--- config.mk ---
export PLATFORM = sky130hd
export DESIGN_NAME = task1
export DESIGN_NICKNAME = d
export VERILOG_FILES = /design/src/rtl/task1.sv
export SDC_FILE = /design/constraint.sdc
export NUM_CORES = 1
export LEC_CHECK = 0
export ABC_AREA = 1
export CAP_MARGIN = 20
export CORE_MARGIN = 1.5
export CORE_UTILIZATION = 39
export CTS_CLUSTER_SIZE = 14
export DETAILED_ROUTE_END_ITERATION = 10
export HOLD_SLACK_MARGIN = 0.1
export PLACE_DENSITY = 0.85
export SLEW_MARGIN = 20
export SYNTH_ARGS = -nofsm -noshare
export SYNTH_HDL_FRONTEND = slang
export SYNTH_SLANG_ARGS = --single-unit
--- constraint.sdc ---
create_clock -name CLOCK_50 -period 1.7 [get_ports CLOCK_50]
set_input_delay 0.17 -clock CLOCK_50 [delete_from_list [all_inputs] [get_ports CLOCK_50]]
set_output_delay 0.17 -clock CLOCK_50 [all_outputs]
set_load 0.01 [all_outputs]
--- src/rtl/task1.sv ---
// task1: fills a 256x8 memory with s[j] = j once after reset, then reports
// completion on LEDR[0]. A small controller starts an init engine with a
// one-cycle en pulse and waits for the engine's rdy handshake to return.

// Init engine: on en it sweeps i = 0..255, writing wrdata = i to addr = i.
//
// state | meaning
// ------+-------------------------------------------------------------
// IDLE  | ready for a request (rdy=1, wren=0); en starts a fill
// FILL  | one write per cycle at addr=i; leaves after writing i=255
module task1_init (
  input  logic       clk_sys,
  input  logic       rst_n,
  input  logic       en,
  output logic       rdy,
  output logic [7:0] addr,
  output logic [7:0] wrdata,
  output logic       wren
);

  typedef enum logic {IDLE, FILL} state_t;

  state_t     state, state_nxt;
  logic [7:0] i, i_nxt;

  // State and sweep counter registers.
  always_ff @(posedge clk_sys or negedge rst_n) begin
    if (!rst_n) begin
      state <= IDLE;
      i     <= 8'd0;
    end else begin
      state <= state_nxt;
      i     <= i_nxt;
    end
  end

  // Next state, counter advance and handshake outputs.
  always_comb begin
    state_nxt = state;
    i_nxt     = i;
    rdy       = 1'b1;
    wren      = 1'b0;
    case (state)
      IDLE: begin
        if (en) begin
          state_nxt = FILL;
          i_nxt     = 8'd0;
        end
      end
      FILL: begin
        rdy   = 1'b0;
        wren  = 1'b1;
        // The 8-bit wrap back to 0 after the last write leaves i ready for
        // the next request; no write happens at that point because we are
        // already heading back to IDLE. en is deliberately ignored here.
        i_nxt = i + 8'd1;
        if (i == 8'hFF) state_nxt = IDLE;
      end
      default: begin
        state_nxt = IDLE;
      end
    endcase
  end

  assign addr   = i;
  assign wrdata = i;

endmodule

// Top level: board-style ports, sequencing controller and the memory.
//
// state | meaning
// ------+-------------------------------------------------------------
// START | after reset; pulse en for one cycle once the engine is ready
// WAIT  | fill in progress; done when rdy returns after the engine went busy
// DONE  | terminal; LEDR[0] lit
module task1 (
  input  logic       CLOCK_50,
  input  logic [3:0] KEY,
  input  logic [9:0] SW,
  output logic [6:0] HEX0,
  output logic [6:0] HEX1,
  output logic [6:0] HEX2,
  output logic [6:0] HEX3,
  output logic [6:0] HEX4,
  output logic [6:0] HEX5,
  output logic [9:0] LEDR
);

  typedef enum logic [1:0] {START, WAIT, DONE} ctrl_t;

  logic       clk_sys;
  logic       rst_n;
  logic       en;
  logic       rdy;
  logic [7:0] addr;
  logic [7:0] wrdata;
  logic       wren;
  logic [7:0] s [256];

  ctrl_t      state, state_nxt;
  logic       seen_busy;
  logic       unused_inputs;

  assign clk_sys = CLOCK_50;
  assign rst_n   = KEY[3];

  // Switches and the other keys are intentionally not part of the design.
  assign unused_inputs = ^{SW, KEY[2:0]};

  task1_init u_init (
    .clk_sys (clk_sys),
    .rst_n   (rst_n),
    .en      (en),
    .rdy     (rdy),
    .addr    (addr),
    .wrdata  (wrdata),
    .wren    (wren)
  );

  // Memory write port; contents survive reset on purpose.
  always_ff @(posedge clk_sys) begin
    if (wren) s[addr] <= wrdata;
  end

  // Controller state and the "engine has gone busy" flag.
  always_ff @(posedge clk_sys or negedge rst_n) begin
    if (!rst_n) begin
      state     <= START;
      seen_busy <= 1'b0;
    end else begin
      state <= state_nxt;
      if (state == WAIT && !rdy) seen_busy <= 1'b1;
    end
  end

  // Controller next-state logic.
  always_comb begin
    state_nxt = state;
    case (state)
      START:   if (rdy) state_nxt = WAIT;
      // rdy is only trusted once the engine has been seen busy, so a stale
      // rdy=1 right after the request cannot end the sequence early.
      WAIT:    if (rdy && seen_busy) state_nxt = DONE;
      DONE:    state_nxt = DONE;
      default: state_nxt = START;
    endcase
  end

  // en is a continuous function of state so it is a single-cycle pulse.
  assign en   = (state == START) && rdy;
  assign LEDR = {9'd0, (state == DONE)};

  assign HEX0 = 7'h7F;
  assign HEX1 = 7'h7F;
  assign HEX2 = 7'h7F;
  assign HEX3 = 7'h7F;
  assign HEX4 = 7'h7F;
  assign HEX5 = 7'h7F;

endmodule

After elaboration in Yosys (flattened, before gate mapping). Cells that the tools add are included.

Register bits after elaboration: 12. Output and inout port bits: 52. Logic and storage cells: 26.

$add $sub $neg: 1. Equal/unequal tests: 6. Mux-type cells: 9. Bitwise gates (word level): 1. Reductions and logical operators: 5.

Operators with widths (count): 8-bit one-hot mux with 2 select lines (1); 8-bit by 1-bit adder with 8-bit output, second input constant (1); 8-bit == test, second input constant (1); 8-bit 2-to-1 mux (1); 2-bit one-hot mux with 3 select lines (1); 2-bit 2-to-1 mux (2); 2-bit inequality test, second input constant (2); 1-bit logical AND (3); 1-bit 2-to-1 mux (3); 2-bit by 1-bit == test with 1-bit output, second input constant (1); 2-bit == test, second input constant (1); 2-bit zero test (1); 2-bit by 1-bit inequality test with 1-bit output, second input constant (1); 1-bit one-hot mux with 2 select lines (1); 2-bit AND reduction (1); 1-bit inverter (1).

Logic depth before layout (Yosys ltp). Gate-level depths: netlist (run 1).

Word-level depth: 4. Gate-level depth with buffers: 7.

Modules after synthesis. A second synthesis (run 1) with hierarchy kept.

Cell total of the unflattened synthesis: 141. Area total of the unflattened synthesis: 1098.6 um2.

By module, submodules not included: task1 (times used 1, cells each 76, area an instance 590.6 um2, seq. area each 75.1 um2); task1_init (times used 1, cells each 65, area an instance 508.0 um2, seq. area each 225.2 um2).

Worst setup path before layout (run 1). OpenSTA, ideal clock, no wires.

Kind: flip-flop to flip-flop. Start: register state[0]. End: register u_init.i[6] (netlist: u_init.addr[6]). Arrival: 1065 ps. Required time: 1623 ps. Path slack: 558 ps. Cell stages (with the launch flop): 8. Buffers on the path: 0. Period minus slack after synthesis: 1142 ps. Cell sequence: dfrtp_1 -> inv_1 -> ha_1 -> nor2_2 -> nand2_1 -> nand2_1 -> inv_1 -> a21oi_1.

Longest elaborated chain between the ends: 3.

Ends and longest elaborated chain: start, declared (RTL line 101) `ctrl_t state, state_nxt;`; start signal, assigned (RTL line 132) `state <= state_nxt;`; 2-bit zero test (RTL line 151) `assign en = (state == START) && rdy;`; 1-bit logical AND (RTL line 151); 2-bit inequality test (no line); end signal, assigned (RTL line 33) `i <= i_nxt;`; end, declared (RTL line 24) `logic [7:0] i, i_nxt;`.

No other way between the ends. A chain may end at the register's enable or synchronous reset.

Final worst setup path (run 1).
Start: register state[0]. End: output port LEDR[0].

Longest elaborated chain between the ends: 1.

Ends and longest elaborated chain: 2-bit == test (RTL line 152) `assign LEDR = {9'd0, (state == DONE)};`; end, declared (RTL line 87) `output logic [9:0] LEDR`.

No other way between the ends.

==> flow_summary.yaml, run 1 <==
status:
  status: "finished clean"
critical_path:
  worstPathArrival_ns: 1.44
  critical_path_class: "flop to output pin"
  start_kind: "flop"
  cp_cell_sequence: "inv_1 > ha_1 > clkdlybuf4s50_1"
  cp_slowest_cell: "clkdlybuf4s50_1"
  cp.required_ns: 1.53
  critical_path.max_fanout: 3
  path_delay_family: "buffers and inverters"
  r2r-start: "state[0]"
  critPathBufInv: 2
  critPathLaunch: "state[0]"
  critPathMaxStageDelay_ns: 0.52
  cp-end-kind: "output pin"
cts:
  clockBufferDepth: 2
  postCtsSetupRepairBufs: 0
  insertion_delay_ns: 0.28
  postCtsResizedCells: 0
  cts_hold_repair.buffers: 0
  path_clk_slew_ns: 0.08
  htree_levels: 1
  cts_tree: "done"
  cts_inserted_buffers: 3
  clockRootBuffer: "clkbuf_4"
  clock_sinks: 12
floorplan:
  start_util: 0.419
  core_area_um2: 2500
  fp-row-count: 18
  ios: 67
  die_area_um2: 3010
  die_y_um: 54.9
  die_w_um: 54.9
power:
  p_leak_uw: 0.000558
  ir_worst_vdd_uv: 321
  power_density_nw_per_um2: 615
global_routing:
  grt.overflow.total: 0
  grt_pass1_vias: 503
  use_met1: 0.124
  grtUsageTotal: 0.100
  gr-max-usage-layer: "met2"
  grtUsageMet3: 0.0246
  grt_start_max_net_pins: 13
  antenna_found_initial: 0
  gr-usage-met2: 0.155
  grt_pass1_wl_um: 2100
placed_design:
  gp_congestion: 0.730
  place_hpwl_um: 1000
  port-buffer-count: 2
  post-place-cells: 164
  placed_cell_area_um2: 896
timing:
  clock_skew_ns: 0.00416
  tightestPinTransition_ns: 0.557
  slew_viol_final: 0
  max_freq_mhz: 621
  setup_viol: 0
  rsz0062_at_grt: "no"
  fin_crit_sh: 0.947
  fin_crit_ns: 1.61
  maxSlewHeadroom: 0.628
  finalSetupTns_ns: 0
  hold_violations: 0
routing:
  via_count: 634
  ant_nets: 0
  drc_errors: 0
  wire_per_inst_um: 7.71
  dr.pass1.iters: 4
  wirelength_um: 1300
  via_per_inst: 3.77
  drtIter0Drc: 4
hold_path:
  min_path_type: "input pin to async pin"
logic_synthesis:
  ys_warn_count: 0
  syn_avg_cell_area_um2: 7.77
  synthCells: 135
  yosysSeqAreaShare: 0.286
  syn_area_um2: 1050
  synth-seq-cells: 12
  synth_cell_types: 21
job:
  maxCapViolCount: 0
finish:
  final_cell_area_um2: 932
  final_cell_mix: "conb_1, nand2_1, dfrtp_1, inv_1, o21ai_1"
  fillers: 278
  mostFrequentLayoutCell: "conb_1"
  syn_to_final_growth_pct: -11.1
  instances_no_fill: 168
  nets: 158
  diodes: 0
  drive_gt1_frac: 0.0725
[through the flow]
step | utilization | hold WS, ns | setup WS [ns] | power (uW)
3_5_place_dp | 0.358 | 0.454 | 0.382 | 347
3_3_place_gp | 0.358 | 0.445 | 0.408 | 347
4_1_cts | 0.373 | 0.263 | 0.0871 | 574
5_1_grt | 0.373 | 0.304 | 0.0228 | 599
2_1_floorplan | - | -0.126 | 0.558 | 427
6_report | 0.373 | 0.245 | 0.0907 | 574
[where the power goes]
part / internal, uW / switching, uW
Clock: 130 / 100
Sequential: 285 / 0
Combinational: 2.01 / 56.1
Total: 418 / 156
[cells in the mapped netlist]
cell,instances,share of area
a31oi_1,1,0.0060
nor2_1,5,0.018
o31ai_1,1,0.0072
dfrtp_1,12,0.29
o21ai_0,1,0.0048
inv_1,11,0.039
conb_1,2,0.0072
inv_2,1,0.0036
nor2_4,1,0.011
inv_4,1,0.0060
buf_6,1,0.011
o211ai_1,1,0.0072
o21ai_2,1,0.0084
nor2_2,2,0.012
nand3_1,4,0.019
ha_1,4,0.048
a22o_1,1,0.0084
a21oi_1,3,0.014
nand2_1,25,0.089
o21ai_1,6,0.029
buf_4,51,0.37
[worst paths after layout]
path	endpoint	slack, ns	cells after the start
setup reg to reg	u_init.addr[6]	0.33	7
max in group asynchronous	u_init.addr[6]	1.09	1
setup / recovery	LEDR[0]	0.09	3
min in group CLOCK_50	seen_busy	0.47	2
hold reg to reg	seen_busy	0.47	2
hold / removal	seen_busy	0.24	1
[cells by family after synthesis]
group                    Yosys count  synth area share
AND/OR/NAND/NOR                   37             0.149
buffers and inverters             65             0.425
other                              2           0.00716
AO/OA/AOI/OAI                     15            0.0847
adder cells (fa/ha/maj)            4            0.0477
flip-flops                        12             0.286
[registers in the layout, indices dropped and copies added, names as in the netlist]
name,flops
u_init.addr,8
state,2
seen_busy,1
u_init.state,1
[worst register-to-register path: cells and delay by family (launching register included)]
kind | cells | cell delay [ns]
AO/OA/AOI/OAI | 1 | 0.13
buffers and inverters | 2 | 0.12
adder cells (fa/ha/maj) | 1 | 0.23
AND/OR/NAND/NOR | 3 | 0.42
flip-flops | 1 | 0.38
[area by class of cell]
type | count | area [um2] | area share
multi-input combinational | 107 | 487 | 0.522
inverter | 13 | 51.3 | 0.0550
timing repair buffer | 2 | 20.0 | 0.0215
clock buffer | 4 | 36.3 | 0.0389
tap | 30 | 37.5 | 0.0403
sequential | 12 | 300 | 0.322
[metal layers]
layer  wire length, um  part of all wire  vias up
li1                  -                 -      321
met2               627              0.48       29
met4                31             0.024        0
met1               546              0.42      279
met5                 0                 0        -
met3                91             0.070        5
Power figures use the tool's default switching activity.
==> run 2: changes to the inputs <==
--- a/config.mk
+++ b/config.mk
@@ -13,6 +13,7 @@
 export DETAILED_ROUTE_END_ITERATION = 10
 export HOLD_SLACK_MARGIN = 0.1
 export PLACE_DENSITY = 0.85
+export SKIP_LAST_GASP = 1
 export SLEW_MARGIN = 20
 export SYNTH_ARGS = -nofsm -noshare
 export SYNTH_HDL_FRONTEND = slang
==> results of run 2 <==
Final layout, timing and power as in run 1 (identical DEF).
